[src/rtl/traffic_light.sv]
// Two-road intersection controller: SN and EW cycle green -> yellow -> red in turn
// while EN is high, with a per-road countdown of remaining ticks in the current colour.
module traffic_light #(
  parameter int GREEN_TIME  = 9,
  parameter int YELLOW_TIME = 3,
  parameter int TICK_DIV    = 1
) (
  input  logic       clk,
  input  logic       rst,
  input  logic       EN,
  output logic [2:0] south_north_light,
  output logic [2:0] east_west_light,
  output logic [3:0] south_north_count,
  output logic [3:0] east_west_count
);

  localparam logic [3:0] G_T = 4'(GREEN_TIME);
  localparam logic [3:0] Y_T = 4'(YELLOW_TIME);
  localparam int CW = (TICK_DIV > 1) ? $clog2(TICK_DIV) : 1;
  localparam logic [CW-1:0] CNT_LAST = CW'(TICK_DIV - 1);

  localparam logic [2:0] RED = 3'b100;
  localparam logic [2:0] YEL = 3'b010;
  localparam logic [2:0] GRN = 3'b001;

  typedef enum logic [2:0] {ALL_RED, SN_G, SN_Y, EW_G, EW_Y} state_t;

  state_t          state, state_nx;
  logic [3:0]      timer, timer_nx;
  logic [CW-1:0]   cnt, cnt_nx;
  logic            tick;

  function automatic logic [2:0] sn_light(input state_t s);
    case (s)
      SN_G:    return GRN;
      SN_Y:    return YEL;
      default: return RED;
    endcase
  endfunction

  function automatic logic [2:0] ew_light(input state_t s);
    case (s)
      EW_G:    return GRN;
      EW_Y:    return YEL;
      default: return RED;
    endcase
  endfunction

  // A red road waiting through the other road's green also has that road's yellow ahead.
  function automatic logic [3:0] sn_count(input state_t s, input logic [3:0] t);
    case (s)
      SN_G, SN_Y, EW_Y: return t;
      EW_G:             return t + Y_T;
      default:          return 4'd0;
    endcase
  endfunction

  function automatic logic [3:0] ew_count(input state_t s, input logic [3:0] t);
    case (s)
      EW_G, EW_Y, SN_Y: return t;
      SN_G:             return t + Y_T;
      default:          return 4'd0;
    endcase
  endfunction

  always_comb begin
    tick     = (cnt == CNT_LAST);
    state_nx = state;
    timer_nx = timer;
    cnt_nx   = tick ? '0 : cnt + CW'(1);
    if (!EN) begin
      state_nx = ALL_RED;
      timer_nx = 4'd0;
      cnt_nx   = '0;
    end else if (state == ALL_RED) begin
      state_nx = SN_G;
      timer_nx = G_T;
      cnt_nx   = '0;
    end else if (tick) begin
      if (timer > 4'd1) begin
        timer_nx = timer - 4'd1;
      end else begin
        case (state)
          SN_G:    begin state_nx = SN_Y; timer_nx = Y_T; end
          SN_Y:    begin state_nx = EW_G; timer_nx = G_T; end
          EW_G:    begin state_nx = EW_Y; timer_nx = Y_T; end
          default: begin state_nx = SN_G; timer_nx = G_T; end
        endcase
      end
    end
  end

  // Outputs are registered from the next-state values so they line up with the state.
  always_ff @(posedge clk) begin
    if (!rst) begin
      state             <= ALL_RED;
      timer             <= 4'd0;
      cnt               <= '0;
      south_north_light <= RED;
      east_west_light   <= RED;
      south_north_count <= 4'd0;
      east_west_count   <= 4'd0;
    end else begin
      state             <= state_nx;
      timer             <= timer_nx;
      cnt               <= cnt_nx;
      south_north_light <= sn_light(state_nx);
      east_west_light   <= ew_light(state_nx);
      south_north_count <= sn_count(state_nx, timer_nx);
      east_west_count   <= ew_count(state_nx, timer_nx);
    end
  end

endmodule

[config.mk]
export PLATFORM = sky130hd
export DESIGN_NAME = traffic_light
export DESIGN_NICKNAME = d
export VERILOG_FILES = /design/src/rtl/traffic_light.sv
export SDC_FILE = /design/constraint.sdc
export NUM_CORES = 1
export LEC_CHECK = 0
export ABC_AREA = 1
export CORE_ASPECT_RATIO = 1.5
export CORE_MARGIN = 5
export CORE_UTILIZATION = 44
export DETAILED_ROUTE_END_ITERATION = 16
export HOLD_SLACK_MARGIN = 0.05
export MAX_ROUTING_LAYER = met4
export PLACE_DENSITY = 0.68
export RECOVER_POWER = 100
export SLEW_MARGIN = 5
export SYNTH_ARGS = -nofsm -noshare
export SYNTH_HDL_FRONTEND = slang
export SYNTH_SLANG_ARGS = --single-unit
export TNS_END_PERCENT = 1
[constraint.sdc]
create_clock -name clk -period 2 [get_ports clk]
set_input_delay 0.4 -clock clk [delete_from_list [all_inputs] [get_ports clk]]
set_output_delay 0.4 -clock clk [all_outputs]
set_load 0.02 [all_outputs]
# Word level (Yosys, flattened, before mapping)
# Index checks and enable logic that the tools add are counted.
[totals] register_bits=22 in_bits=3 wordCells=40
[classes] bitwise=3 magnitude_cmp=1 addsub=3 n_eq_ne=7 reduce_logical=5 muxes=14
[op_table] op="$mux W4" count=5
[op_table] op="$pmux W4 S2" count=2
[op_table] op="$eq A3 B2 Y1 const B" count=4
[op_table] op="$mux W3" count=4
[op_table] op="$pmux W3 S2" count=2
[op_table] op="$pmux W3 S3" count=1
[op_table] op="$eq A3 B1 Y1 const B" count=2
[op_table] op="$reduce_or A3 Y1" count=2
[op_table] op="$add A4 B2 Y4 const B" count=1
[op_table] op="$gt A4 B1 Y1 const B" count=1
[op_table] op="$reduce_or A4 Y1" count=1
[op_table] op="$sub A4 B1 Y4 const B" count=1
[op_table] op="$eq A3 B3 Y1 const B" count=1
[op_table] op="$logic_not A3 Y1" count=1
[op_table] op="$not A1 Y1" count=3
[op_table] op="$reduce_or A2 Y1" count=1
[op_table] op="$add A1 B1 Y1 const B" count=1

# Longest topological paths before layout
# Gate-level depths: netlist of the first run.
[depth] ltp_word=9 ltp_mapped=13 ltp_nobuf=13

# Worst setup path before layout of the first run
# No wires, ideal clock.
[synth_timing] path_type="register -> register" from="register timer[0]" to="register east_west_count[2]" t_required_ps=1868 path_slack_ps=354 stages_incl_launch_ff=12 setup_time_ps=132 arrival_ps=1513 path_buffers=0 synth_period_minus_slack_ps=1646 path_cell_list="dfxtp_1 > inv_1 > ha_1 > inv_1 > nand2_4 > nand4_1 > nand3_1 > ha_1 > xnor2_1 > inv_1 > nand2_1 > a21oi_1"
[synth_via] elab_chain_len=8
[synth_lines] element="start, declared" line_no="29" source="logic [3:0] timer, timer_nx;"
[synth_lines] element="start signal, assigned" line_no="105" source="timer <= timer_nx;"
[synth_lines] element="branches (longest 7 deep; another with $sub A4 B1 Y4)"
[synth_lines] element="$pmux W4 S2 (*)" line_no="59" source="case (s)"
[synth_lines] element="end signal, assigned" line_no="110" source="east_west_count <= ew_count(state_nx, timer_nx);"
[synth_lines] element="end, declared" line_no="14" source="output logic [3:0] east_west_count"
# Every way passes the cells marked *.
# A chain may end at the register's enable or synchronous reset.

# Worst setup path in the final report of the first run
[layout_timing] from="register timer[1]" to="register south_north_count[2]"
[layout_via] elab_chain_len=8
[layout_lines] element="branches (longest 7 deep; another with $sub A4 B1 Y4)"
[layout_lines] element="$pmux W4 S2 (*)" line_no="51" source="case (s)"
[layout_lines] element="end signal, assigned" line_no="109" source="south_north_count <= sn_count(state_nx, timer_nx);"
[layout_lines] element="end, declared" line_no="13" source="output logic [3:0] south_north_count,"
# Marked as above.

==> results of run 1 <==
metrics by stage:
step / power [mW] / instance area [um^2] / util
6_report: 0.9755 / 1334 / 0.5569
5_1_grt: 1.026 / 1334 / 0.5569
4_1_cts: 0.9842 / 1330 / 0.5554
3_5_place_dp: 0.6513 / 1277 / 0.5334
3_3_place_gp: 0.6486 / 1277 / 0.5334
2_1_floorplan: 0.5961 / 1076 / -
metal layers:
metal  vias up  global-route usage  part of all wire
met3         5             0.02105             0.029
met1       407              0.1436              0.43
met4         0             0.07386             0.025
met2        19              0.2196              0.51
li1        488                   -                 -
met5         -                   -                 0
worst register-to-register path, cell delays in order (launching register included):
cell	delay (ps)
dfxtp_1	350
inv_1	100
ha_1	180
inv_1	70
nand2_4	90
nand3_4	100
nand3_1	120
nand2_2	100
ha_1	220
xnor2_1	150
inv_1	80
nand4_1	80
nand2_1	70
layout make-up:
type,count,area share
multi-input combinational,100,0.4137
clock buffer,3,0.01689
sequential,22,0.3311
clock inverter,1,0.02251
inverter,22,0.06191
timing repair buffer,18,0.1313
tap,24,0.02251
power groups by stage:
stage / clock network [mW] / logic [mW] / registers [mW]
2_1_floorplan: 0 / 0.104 / 0.492
3_3_place_gp: 0 / 0.172 / 0.477
3_5_place_dp: 0 / 0.173 / 0.478
4_1_cts: 0.342 / 0.175 / 0.468
5_1_grt: 0.368 / 0.189 / 0.469
6_report: 0.339 / 0.169 / 0.467
Yosys cell counts, drive strengths merged:
library cell,number
a21oi,3
clkbuf,1
conb,1
dfxtp,22
ha,3
inv,22
nand2,39
nand3,16
nand4,2
nor2,29
nor3,2
o211ai,1
o21ai,1
xnor2,1
xor2,2
flip-flops by register name, summed over array words and instances (netlist names):
| signal | flops |
|---|---|
| south_north_light | 3 |
| east_west_light | 3 |
| south_north_count | 4 |
| state | 3 |
| east_west_count | 4 |
| cnt | 1 |
| timer | 4 |
kinds of logic after synthesis:
| logic type | share of synthesized area |
|---|---|
| and+or+nand+nor | 0.4221 |
| buffers and inverters | 0.08023 |
| DFF | 0.4093 |
| AOI/OAI and AO/OA | 0.02558 |
| xor gates and xnor gates | 0.02442 |
| adders and majority gates | 0.03489 |
| other | 0.003485 |
worst max-delay path by stage:
stage                  start                   end  cells past startpoint
floorplan           timer[0]    east_west_count[2]                     11
global placement          EN    east_west_count[2]                      9
detailed placement        EN  south_north_count[2]                      9
CTS                 timer[0]  south_north_count[2]                     12
global route        timer[1]    east_west_count[3]                     12
finish              timer[1]  south_north_count[2]                     12
repair_timing:
item                       CTS  global route
resized for setup            0             2
setup endpoints to repair    0             5
hold endpoints to repair     0             0
hold buffers                 0             0
buffers inserted             0             0
==> results.yml, run 1 <==
cts:
  htreeDepth: 1
  cts_buffers: 3
  cts.reportedPaths.clkPinSlew_ps: 120
  clockRootBuffer: "clkbuf_4"
  cts_tree: "done"
  clock_latency_ps: 320
  cts_buffer_depth: 2
  cts_sinks: 22
worst_setup_path:
  reg2reg_to: "south_north_count[2]"
  timing.rr.start: "timer[1]"
  crit_chain: "inv_1 > ha_1 > inv_1 > nand2_4 > nand3_4 > nand3_1 > nand2_2 > ha_1 > xnor2_1 > inv_1 > nand4_1 > nand2_1"
  crit_buf_inv: 3
  crit_family: "simple AND/OR/NAND/NOR gates"
  setup.worst_path.end_class: "flip-flop"
  cp.arrival_ps: 2030
  crit_fanout: 7
  cp-start-kind: "flip-flop"
  path_class: "reg2reg"
  cpMostUsedCell: "inv_1"
  ff2ff_setup_slack_ps: 180
  cpPeakStageDelay_ps: 350
  r2r_cells: 12
  cpMaxStageDelayCell: "dfxtp_1"
  required_ps: 2210
die:
  initial_core_util: 0.4493
  core_mm2: 0.002395
  rows: 22
  die_w_um: 50.38
  dieArea_mm2: 0.003555
  ios: 17
  die_y_um: 70.57
pwr:
  power_frac_clock: 0.348
  p_comb_frac: 0.173
  p_sw_mw: 0.2538
  netSwitchingFraction: 0.2601
  p_leak_nw: 0.6820
  seqPwrFrac: 0.479
  p_int_mw: 0.7217
  powerDensity_mw_per_mm2: 731.4
  vdd.ir_drop.worst_v: 0.0006242
hold_path:
  hold_class: "reg2reg"
  holdPathEnd: "state[1]"
  whs_path_depth: 4
  min_from: "state[1]"
logic_synthesis:
  ys_ff_latch: 22
  synth_area_leaders: "dfxtp_1 (41%), nand2_1 (12%), nor2_1 (8.4%)"
  syn_area_per_cell_um2: 7.421
  syn-cell-area_mm2: 0.001076
  yosysUniqueCellTypes: 23
  ys_seq_area_frac: 0.4093
  synth_top_area_share: 0.4093
  synth_largest_area_cell: "dfxtp_1"
  synth_cells: 145
  synth_nets: 151
  yosysWarnings: 0
flow_run:
  cap_violations: 0
finish:
  area_delta_synth_final_pct: 23.95
  most-common-layout-cells: "nand2_1 (33), nor2_1 (24), dfxtp_1 (21)"
  layout-drive-gt1-share: 0.1627
  nFillCells: 231
  stdcell_count: 190
  regArea_um2: 441.7
  layout_commonest_cell: "nand2_1"
  insertedDiodeCount: 0
  multi_input_comb_area_um2: 551.8
  fin_nets: 173
route:
  drt-initial-drc-count: 26
  drc: 0
  drt_first_pass_iters: 4
  avgRoutedWirePerCell_um: 11.61
  vias: 919
  via_per_inst: 4.837
  drt_wl_total_um: 2205
  ant_nets: 0
placement:
  post-place-ws_ps: 102.9
  port_buffers: 16
  hpwl_um: 1765
  placed_cells: 186
  place_congestion: 0.8449
timing:
  setup_viol: 0
  fin_worst_skew_ps: 11.54
  finalHoldWorstSlack_ps: 685.0
  hold_viol_final: 0
  fin_ws_ps: 181.0
  slew_violations: 0
  setup_tns_ps: 0
  rsz0062_at_grt: "false"
  post-route-min-period_ps: 1819
  period_share: 0.9095
  fmax_mhz: 549.7
grt:
  grt_pass1_vias: 898
  antenna_found_initial: 0
  grt_max_degree: 15
  overflow: 0
  grt_pass1_wl_um: 3560
  grtUsageTotal: 0.1312
run_status:
  status: "finished, final reports clean"
No activity file was read; power rests on OpenSTA's default activity.
==> run 2, diff against run 1 <==
- CAP_MARGIN: unset -> 20
==> results of run 2 <==
No change in the layout: final DEF, timing and power equal those of run 1.
==> run 3, diff against run 2 <==
- SLEW_MARGIN: 5 -> 20
- clock period: 2 -> 2.15 ns (I/O delays scaled with it)
==> results.yml, run 3 (synthesized netlist as in run 1, its figures left out) <==
run_status:
  status: "finished, final reports clean"
finish:
  layout_commonest_cell: "nand2_1"
  area_delta_synth_final_pct: 20.00
  insertedDiodeCount: 0
  regArea_um2: 440.4
  layout-drive-gt1-share: 0.1212
  most-common-layout-cells: "nand2_1 (34), nor2_1 (26), dfxtp_1 (22)"
  nFillCells: 241
  reg_top3: "east_west_count: 4 flops, south_north_count: 4 flops, timer: 4 flops"
  fin_nets: 172
  multi_input_comb_area_um2: 534.3
pwr:
  vdd.ir_drop.worst_v: 0.0004407
  powerDensity_mw_per_mm2: 624.5
  p_leak_nw: 0.6663
worst_setup_path:
  cpMostUsedCell: "nand3_1"
  path_class: "reg2reg"
  cp-start-kind: "flip-flop"
  setup.worst_path.end_class: "flip-flop"
  crit_family: "simple AND/OR/NAND/NOR gates"
  cpPeakStageDelay_ps: 430
  ff2ff_setup_slack_ps: 260
  timing.critical_path.depth: 12
  required_ps: 2360
  r2r_cells: 12
  cpMaxStageDelayCell: "dfxtp_1"
  crit_chain: "inv_1 > ha_1 > inv_1 > nand2_4 > nand3_4 > nand2_1 > nand3_1 > nand2_4 > nand3_1 > nand3_1 > nor2_1 > nor2_1"
  crit_fanout: 7
  cp.arrival_ps: 2100
  crit_buf_inv: 2
timing:
  hold_viol_final: 0
  fin_worst_skew_ps: 1.850
  finalHoldWorstSlack_ps: 673.8
  setup_tns_ps: 0
  setup_viol: 0
  fmax_mhz: 529.1
  post-route-min-period_ps: 1890
  rsz0062_at_grt: "false"
  slew_violations: 0
  period_share: 0.8791
  fin_ws_ps: 259.9
route:
  via_per_inst: 4.815
  vias: 910
  drt-initial-drc-count: 33
  drt_wl_total_um: 2127
  avgRoutedWirePerCell_um: 11.25
  ant_nets: 0
  drt_first_pass_iters: 4
  drc: 0
grt:
  grt_max_degree: 15
  grt_pass1_wl_um: 3870
  grtUsageTotal: 0.1400
  overflow: 0
  antenna_found_initial: 0
  grt_pass1_vias: 921
hold_path:
  whs_path_depth: 4
  hold_class: "reg2reg"
cts:
  cts.reportedPaths.clkPinSlew_ps: 110
  cts_sinks: 22
  clock_latency_ps: 300
  cts_resized: 0
  clockRootBuffer: "clkbuf_4"
  ctsHoldBuffers: 0
  cts_tree: "done"
  cts_buffer_depth: 2
  cts_setup_buffers: 0
  cts_buffers: 3
  htreeDepth: 1
die:
  die_y_um: 70.57
  dieArea_mm2: 0.003555
  core_mm2: 0.002395
  rows: 22
  ios: 17
  initial_core_util: 0.4493
  die_w_um: 50.38
placement:
  place_congestion: 0.8622
  port_buffers: 16
  hpwl_um: 1737
  post-place-ws_ps: 205.6
flow_run:
  cap_violations: 0
==> run 3: worst paths after layout <==
path / to / start
setup / recovery: south_north_count[0] / timer[0]
hold / removal: state[1] / state[1]
setup reg to reg: south_north_count[0] / timer[0]
hold reg to reg: state[1] / state[1]
==> run 3: per-stage QoR <==
step           cell area [um^2]  cells  power [mW]  utilization
2_1_floorplan              1076    145      0.5545            -
3_3_place_gp               1270    185      0.6024       0.5303
3_5_place_dp               1270    185      0.6041       0.5303
4_1_cts                    1306    189      0.8227       0.5455
5_1_grt                    1291    189      0.8597       0.5392
6_report                   1291    189      0.8063       0.5392
==> run 3: report_power, final <==
| part | leakage [nW] | internal [mW] | switching (mW) |
|---|---|---|---|
| clock network | 0.0210 | 0.103 | 0.115 |
| logic | 0.465 | 0.0554 | 0.0967 |
| registers | 0.180 | 0.425 | 0.0105 |
==> run 3: layer usage <==
layer | share of wire | global-route usage | vias up
met4 | 0.040 | 0.07955 | 0
met3 | 0.032 | 0.01684 | 9
met2 | 0.51 | 0.2294 | 19
li1 | - | - | 483
met5 | 0 | - | -
met1 | 0.42 | 0.1609 | 399
==> run 3: worst register-to-register path: stages (launching register included) <==
cell	delay, ps
dfxtp_1	430
inv_1	70
ha_1	210
inv_1	90
nand2_4	80
nand3_4	90
nand2_1	60
nand3_1	120
nand2_4	90
nand3_1	150
nand3_1	210
nor2_1	140
nor2_1	50
==> run 3: cell type report <==
class                      instances  area share
clock buffer                       4     0.02810
timing repair buffer              17      0.1298
inverter                          22     0.06395
sequential                        22      0.3411
tap                               24     0.02326
multi-input combinational        100      0.4138
